===== config.mk =====
export PLATFORM = sky130hd
export DESIGN_NAME = bus_arbiter_2m
export DESIGN_NICKNAME = d
export VERILOG_FILES = /design/src/rtl/bus_pkg.sv /design/src/rtl/bus_addr_decoder.sv /design/src/rtl/bus_arbiter_2m.sv
export SDC_FILE = /design/constraint.sdc
export NUM_CORES = 1
export LEC_CHECK = 0
export CAP_MARGIN = 20
export CORE_AREA = 2 2 171 173
export DETAILED_ROUTE_END_ITERATION = 12
export DIE_AREA = 0 0 173 175
export PLACE_DENSITY = 0.5
export SKIP_LAST_GASP = 1
export SYNTH_ARGS = -nofsm -noshare
export SYNTH_HDL_FRONTEND = slang
export SYNTH_SLANG_ARGS = --single-unit

===== constraint.sdc =====
create_clock -name clk -period 4.83 [get_ports clk]
set_input_delay 0.483 -clock clk [delete_from_list [all_inputs] [get_ports clk]]
set_output_delay 0.483 -clock clk [all_outputs]
set_load 0.02 [all_outputs]

===== src/rtl/bus_pkg.sv =====
// Shared definitions for the two-master bus arbiter: grant-state encoding,
// default bus widths and the slave address map.
package bus_pkg;

    localparam int ADDR_W_DEF   = 16;
    localparam int DATA_W_DEF   = 64;
    localparam int MAX_HOLD_DEF = 8;

    typedef enum logic {
        GNT_M0 = 1'b0,
        GNT_M1 = 1'b1
    } arb_state_e;

    localparam logic [15:0] MEM_LO   = 16'h0000;
    localparam logic [15:0] MEM_HI   = 16'h00FF;
    localparam logic [15:0] RF_LO    = 16'h0110;
    localparam logic [15:0] RF_HI    = 16'h0119;
    localparam logic [15:0] INST_REG = 16'h0110;

    // Hold counter must not wrap back to zero during a very long tenure.
    function automatic logic [7:0] sat_inc8(input logic [7:0] v);
        return (v == 8'hFF) ? v : v + 8'd1;
    endfunction

endpackage


===== src/rtl/bus_addr_decoder.sv =====
// Combinational inclusive-range decoder producing the two slave selects.
module bus_addr_decoder
    import bus_pkg::*;
#(
    parameter int                ADDR_W = ADDR_W_DEF,
    parameter logic [ADDR_W-1:0] S0_LO  = ADDR_W'(MEM_LO),
    parameter logic [ADDR_W-1:0] S0_HI  = ADDR_W'(MEM_HI),
    parameter logic [ADDR_W-1:0] S1_LO  = ADDR_W'(RF_LO),
    parameter logic [ADDR_W-1:0] S1_HI  = ADDR_W'(RF_HI)
) (
    input  logic [ADDR_W-1:0] addr_i,
    output logic              s0_sel_o,
    output logic              s1_sel_o
);

    // Offset compare: an address below lo wraps to a large offset and fails.
    function automatic logic in_range(input logic [ADDR_W-1:0] a,
                                      input logic [ADDR_W-1:0] lo,
                                      input logic [ADDR_W-1:0] hi);
        logic [ADDR_W-1:0] off;
        off = a - lo;
        return (off <= (hi - lo));
    endfunction

    // Slave select decode
    always_comb begin
        s0_sel_o = in_range(addr_i, S0_LO, S0_HI);
        s1_sel_o = in_range(addr_i, S1_LO, S1_HI);
    end

endmodule


===== src/rtl/bus_arbiter_2m.sv =====
// Two-master shared-bus arbiter with address decode and registered read return.
// Optional forced hand-over after MAX_HOLD cycles: define BUS_ARB_TIMEOUT_EN.
module bus_arbiter_2m
    import bus_pkg::*;
#(
    parameter int                ADDR_W = ADDR_W_DEF,
    parameter int                DATA_W = DATA_W_DEF,
    parameter logic [ADDR_W-1:0] S0_LO  = ADDR_W'(MEM_LO),
    parameter logic [ADDR_W-1:0] S0_HI  = ADDR_W'(MEM_HI),
    parameter logic [ADDR_W-1:0] S1_LO  = ADDR_W'(RF_LO),
    parameter logic [ADDR_W-1:0] S1_HI  = ADDR_W'(RF_HI)
`ifdef BUS_ARB_TIMEOUT_EN
    , parameter int              MAX_HOLD = MAX_HOLD_DEF
`endif
) (
    input  logic              clk,
    input  logic              reset_n,
    input  logic              m0_req,
    input  logic              m0_wr,
    input  logic [ADDR_W-1:0] m0_addr,
    input  logic [DATA_W-1:0] m0_dout,
    output logic              m0_grant,
    input  logic              m1_req,
    input  logic              m1_wr,
    input  logic [ADDR_W-1:0] m1_addr,
    input  logic [DATA_W-1:0] m1_dout,
    output logic              m1_grant,
    output logic [DATA_W-1:0] m_din,
    output logic              s0_sel,
    output logic              s1_sel,
    output logic [ADDR_W-1:0] s_addr,
    output logic              s_wr,
    output logic [DATA_W-1:0] s_din,
    input  logic [DATA_W-1:0] s0_dout,
    input  logic [DATA_W-1:0] s1_dout
);

    arb_state_e        state_q, state_d;
    logic [DATA_W-1:0] m_din_q, m_din_d;
    logic              hold_expired_s;

`ifdef BUS_ARB_TIMEOUT_EN
    logic [7:0] hold_q, hold_d;

    // Hold counter register
    always_ff @(posedge clk or negedge reset_n) begin
        if (!reset_n) begin
            hold_q <= 8'd0;
        end else begin
            hold_q <= hold_d;
        end
    end

    // Tenure length tracking; clears whenever the grant moves
    always_comb begin
        hold_d         = (state_d != state_q) ? 8'd0 : sat_inc8(hold_q);
        hold_expired_s = (hold_q >= 8'(MAX_HOLD - 1));
    end
`else
    // Without the timeout the holder keeps the bus until it releases it
    always_comb begin
        hold_expired_s = 1'b0;
    end
`endif

    // Grant state register
    always_ff @(posedge clk or negedge reset_n) begin
        if (!reset_n) begin
            state_q <= GNT_M0;
        end else begin
            state_q <= state_d;
        end
    end

    // Grant next-state; the bus parks on master 0 when master 1 lets go
    always_comb begin
        state_d = state_q;
        case (state_q)
            GNT_M0: begin
                if (m1_req && (!m0_req || hold_expired_s)) begin
                    state_d = GNT_M1;
                end else begin
                    state_d = GNT_M0;
                end
            end
            GNT_M1: begin
                if (!m1_req || (m0_req && hold_expired_s)) begin
                    state_d = GNT_M0;
                end else begin
                    state_d = GNT_M1;
                end
            end
            default: state_d = GNT_M0;
        endcase
    end

    // Address-phase mux; a holder that is not requesting never writes
    always_comb begin
        s_addr = m0_addr;
        s_din  = m0_dout;
        s_wr   = m0_wr & m0_req;
        case (state_q)
            GNT_M1: begin
                s_addr = m1_addr;
                s_din  = m1_dout;
                s_wr   = m1_wr & m1_req;
            end
            default: begin
                s_addr = m0_addr;
                s_din  = m0_dout;
                s_wr   = m0_wr & m0_req;
            end
        endcase
    end

    bus_addr_decoder #(
        .ADDR_W (ADDR_W),
        .S0_LO  (S0_LO),
        .S0_HI  (S0_HI),
        .S1_LO  (S1_LO),
        .S1_HI  (S1_HI)
    ) u_dec (
        .addr_i   (s_addr),
        .s0_sel_o (s0_sel),
        .s1_sel_o (s1_sel)
    );

    // Read-return select; unmapped addresses read as zero
    always_comb begin
        if (s0_sel) begin
            m_din_d = s0_dout;
        end else if (s1_sel) begin
            m_din_d = s1_dout;
        end else begin
            m_din_d = {DATA_W{1'b0}};
        end
    end

    // Read data register
    always_ff @(posedge clk or negedge reset_n) begin
        if (!reset_n) begin
            m_din_q <= {DATA_W{1'b0}};
        end else begin
            m_din_q <= m_din_d;
        end
    end

    assign m_din    = m_din_q;
    assign m0_grant = (state_q == GNT_M0);
    assign m1_grant = (state_q == GNT_M1);

endmodule


# After elaboration in Yosys (flattened, before gate mapping)
# Index checks and enable logic that the tools add are counted.
[op_classes]
addsub = 1
mul = 0
div_mod_pow = 0
order_cmp = 2
eq_ne = 0
shifts = 0
n_mux = 8
bitwise_logic = 3
n_reduce_logical = 2
[ops]
columns = ["cell", "count"]
rows = [
  ["$mux W64", 3],
  ["$le A16 B4 Y1 const B", 1],
  ["$le A16 B8 Y1 const B", 1],
  ["$mux W16", 1],
  ["$sub A16 B9 Y16 const B", 1],
  ["$mux W1", 3],
  ["$and A1 B1 Y1", 2],
  ["$pmux W1 S2", 1],
  ["$logic_and A1 B1 Y1", 1],
  ["$logic_not A1 Y1", 1],
  ["$not A1 Y1", 1],
]
[totals]
register_bits = 65
latchBits = 0
ramBits = 0
mem_bits_ro = 0
output_inout_bits = 149
n_memories = 0

# Longest topological paths before layout
[logic_depth]
word_depth = 5
mapped_depth = 8
depth_no_buf = 4

# By module
# From an unflattened synthesis, not the netlist that was laid out.
[unflattened]
cells_unflattened = 247
area_unflattened_um2 = 3621.0
[by_module_without_submodules]
columns = ["mod", "n_inst", "cells_each", "area_each_um2", "seq_area_each_um2"]
rows = [
  ["bus_arbiter_2m", 1, 240, 3578.4, 1626.6],
  ["bus_addr_decoder", 1, 7, 42.5, 0.0],
]

# Worst setup path after synthesis
# Ideal clock, no wire load.
[synth_path]
path_type = "register -> output"
from = "register state_q (netlist: m1_grant)"
to = "output s1_sel"
t_arrival_ns = 2.197
setup_slack_ns = 2.150
path_stages_with_launch = 8
cell_sequence = "dfrtp_1 -> buf_4 -> buf_2 -> inv_1 -> nor4_1 -> a21oi_1 -> clkbuf_1 -> nor4_1"
[synth_between]
elab_chain_cells = 3
[synth_rtl]
columns = ["item", "line_no", "text"]
rows = [
  ["start, declared", "bus_arbiter_2m.sv:38", "arb_state_e state_q, state_d;"],
  ["start signal, assigned", "bus_arbiter_2m.sv:71", "state_q <= state_d;"],
  ["$mux W16", "bus_arbiter_2m.sv:102", "case (state_q)"],
  ["$sub A16 B9 Y16", "bus_addr_decoder.sv:21", "off = a - lo;"],
  ["$le A16 B4 Y1", "bus_addr_decoder.sv:22", "return (off <= (hi - lo));"],
  ["end, declared", "bus_arbiter_2m.sv:30", "output logic s1_sel,"],
]
# Every way passes these cells.

# Worst setup path after layout
[layout_path]
from = "input m1_addr[9]"
to = "output s1_sel"
[layout_between]
elab_chain_cells = 3
[layout_rtl]
columns = ["item", "line_no", "text"]
rows = [
  ["start, declared", "bus_arbiter_2m.sv:25", "input logic [ADDR_W-1:0] m1_addr,"],
  ["$mux W16", "bus_arbiter_2m.sv:102", ""],
  ["$sub A16 B9 Y16", "bus_addr_decoder.sv:21", ""],
  ["$le A16 B4 Y1", "bus_addr_decoder.sv:22", ""],
]
# Every way passes these cells.

==> metrics.json <==
{
  "synthesis_warning_total": 0,
  "run_status": "completed",
  "cp-start-kind": "input port",
  "required_ns": 4.35,
  "end_kind": "output port",
  "setup-tns-final_ns": 0,
  "pin_count_of_the_biggest_net_entering_global_routing": 65,
  "first_global_vias": 4953,
  "chipHeight_um": 175,
  "ys.flop_type": "sky130_fd_sc_hd__dfrtp_1",
  "max-slew-margin-rel_pct": 42.4,
  "drcViolationCount": 0,
  "timing.critical_path.cells": "clkdlybuf4s50_1 > nor4_1 > a21oi_4 > nor4_1 > clkdlybuf4s50_1",
  "synthToLayoutAreaGrowth_pct": 131,
  "chipWidth_um": 173,
  "detail_route.wirelength_mm": 24.0,
  "post_cts_resized": 0,
  "floorplan.io_pins": 443,
  "vias": 4685,
  "synth_area_um2": 3910,
  "finClkSkew_ns": 0.00822,
  "number_of_antenna_violations_at_the_first_check_in_global_routing": 0,
  "post-cts-setup-buffer-count": 0,
  "grt_pass1_wl_mm": 34.2,
  "cts_hold_buf": 0,
  "sequential_to_total_area_share_from_yosys_stat_pct": 41.6,
  "die_area_um2": 30300,
  "grt.total_usage_pct": 15.4,
  "post-route-min-period_ns": 3.50,
  "finalHoldViolations": 0,
  "antenna_left": 0,
  "max-cap-violations": 0,
  "synth_top_cell_by_area": "sky130_fd_sc_hd__dfrtp_1",
  "critical-path-slowest-cell": "sky130_fd_sc_hd__nor4_1",
  "average_routed_wire_per_standard_cell_um": 20.0,
  "dr.pass1.iters": 4,
  "placed_cells_incl_taps": 1186,
  "synth_top_cells_by_area": "sky130_fd_sc_hd__dfrtp_1 (42%), sky130_fd_sc_hd__mux2_2 (22%), sky130_fd_sc_hd__a21oi_2 (8.7%), sky130_fd_sc_hd__nand3_1 (7.4%), sky130_fd_sc_hd__nand2_1 (5.8%)",
  "power_density_nw_per_um2": 213,
  "finish.net_count": 1107,
  "leakagePower_uw": 0.00334,
  "filler_cells": 2993,
  "initial_core_util_pct": 13.8,
  "hpwl_reported_at_the_end_of_detailed_placement_mm": 19.4,
  "largest_stage_delay_worst_path_ns": 0.75,
  "hold_path_class": "input port to asynchronous set/reset pin",
  "ir_worst_vdd_mv": 0.158,
  "finish.cell_count_without_fillers": 1202,
  "floorplan.core_area_um2": 28400,
  "synth.avg_cell_area_um2": 10.0,
  "numCtsBuffers": 9,
  "timing.critical_path.arrival_ns": 3.02,
  "syn-num-nets": 684,
  "timing.final.max_slew_violations": 0,
  "fraction_of_final_layout_cells_sized_beyond_drive_strength_1_pct": 17.7,
  "htree_num_levels": 3,
  "synth_enable_flop_cells": 0,
  "yosys_register_bits": 65,
  "globalRoute.totalOverflow": 0,
  "cts.root.buffer_cell": "sky130_fd_sc_hd__clkbuf_16",
  "antenna_cells": 0,
  "cts_max_path_buffers": 2,
  "worst-path-buf-inv": 2,
  "vias_per_cell": 3.90,
  "rows": 62,
  "fmaxAchievable_mhz": 286,
  "clk_pin_slew_ns": 0.06,
  "tritoncts": "done",
  "cp_max_fo": 17,
  "timing_worst_slew_pin_value_ns": 0.856,
  "synthArstFlopShare_pct": 100,
  "io_buffers": 442,
  "worst_path_dominant_cell_family": "buffers and inverters",
  "finalWeightedCongestion": 0.809,
  "insertion_delay_of_the_later_clocked_pin_in_the_worst_skew_pair_ns": 0.33,
  "setup_violations": 0,
  "synthDominantCellAreaShare_pct": 41.6,
  "syn-instance-count": 390,
  "worst_slack_ns": 1.33,
  "starting_drt_drc_count": 168,
  "timing.final.crit_share_pct": 72.5,
  "num_clock_sinks": 65,
  "dp_slack_ns": 1.22,
  "rsz0062_at_grt": "no",
  "placedInstanceArea_um2": 8700,
  "worst_setup_path_category": "input port to output port",
  "ys_types": 29,
  "final_cell_area_um2": 9020
}
metal layers:
layer	up-vias	wire (um)	track usage (%)	part of all wire (%)
met2	251	12600	28.4	52
li1	2225	-	-	-
met5	-	0	0	0
met1	2191	8880	16.3	37
met4	0	488	4.48	2.0
met3	18	2090	5.83	8.7
registers in the layout (all words and copies together) (netlist names):
signal,cells
m1_grant,1
m_din,64
cells in the mapped netlist, drive strengths merged, types with 2 or more instances:
cell type,n
a21oi,58
nor2,9
inv,2
nand3,58
clkbuf,12
or4,2
nand2,60
mux2,78
dfrtp,65
a32oi,7
nor4,3
buf,25
cells in the final DEF, fill, tap and decap left out, drive strengths merged:
master | Yosys | routed
dfrtp | 65 | 65
a21o | 1 | 1
inv | 2 | 2
a21oi | 58 | 58
clkdlybuf4s50 | 0 | 441
buf | 25 | 8
bufinv | 0 | 2
o22ai | 1 | 1
nand4b | 1 | 1
o21ai | 1 | 1
nor2b | 1 | 1
clkinvlp | 0 | 2
a32oi | 7 | 7
a21boi | 1 | 1
nand4bb | 1 | 1
nor4 | 3 | 3
nand3 | 58 | 58
o211a | 1 | 1
nand2 | 60 | 60
or2 | 1 | 1
mux2i | 1 | 1
clkinv | 0 | 2
clkbuf | 12 | 10
mux2 | 78 | 78
a2111oi | 1 | 1
nor2 | 9 | 9
or4 | 2 | 2
power by group:
group / total, uW / switching [uW] / internal, uW
combinational: 654 / 274 / 379
clock: 716 / 262 / 454
sequential: 547 / 0.768 / 547
cell type report:
class,count,area (um^2),area share [%]
Sequential cell,65,1630,18.1
Tap cell,384,480,5.33
Clock inverter,6,92.6,1.03
Clock buffer,10,229,2.54
Multi-Input combinational cell,286,2110,23.4
Inverter,2,7.51,0.0832
Timing Repair Buffer,449,4470,49.6
per-stage QoR:
step | util (%) | hold slack [ns] | total power, uW
after floorplan | - | 0.187 | 792
after global placement | 30.6 | 0.572 | 1220
after detailed placement | 30.6 | 0.569 | 1220
after CTS | 31.8 | 0.192 | 1970
after global routing | 31.8 | 0.221 | 2010
final | 31.8 | 0.174 | 1920
final timing paths:
check / startpoint / to / slack [ns] / cells after the start
max in group asynchronous: reset_n / m1_grant / 3.61 / 2
min in group clk: s0_dout[2] / m_din[2] / 0.69 / 3
worst max-delay path: m1_addr[9] / s1_sel / 1.33 / 5
worst max register to register: m1_grant / m_din[19] / 2.14 / 6
worst min-delay path: reset_n / m_din[45] / 0.17 / 1
worst min register to register: m1_grant / m1_grant / 0.69 / 2
cell families after synthesis:
logic type / after synthesis / share of synthesized area, %
buffers and inverters: 39 / 5.53
flip-flops: 65 / 41.6
AO/OA/AOI/OAI: 71 / 14.4
AND/OR/NAND/NOR: 136 / 15.7
multiplexers: 79 / 22.8
(Power assumes the default switching activity.)
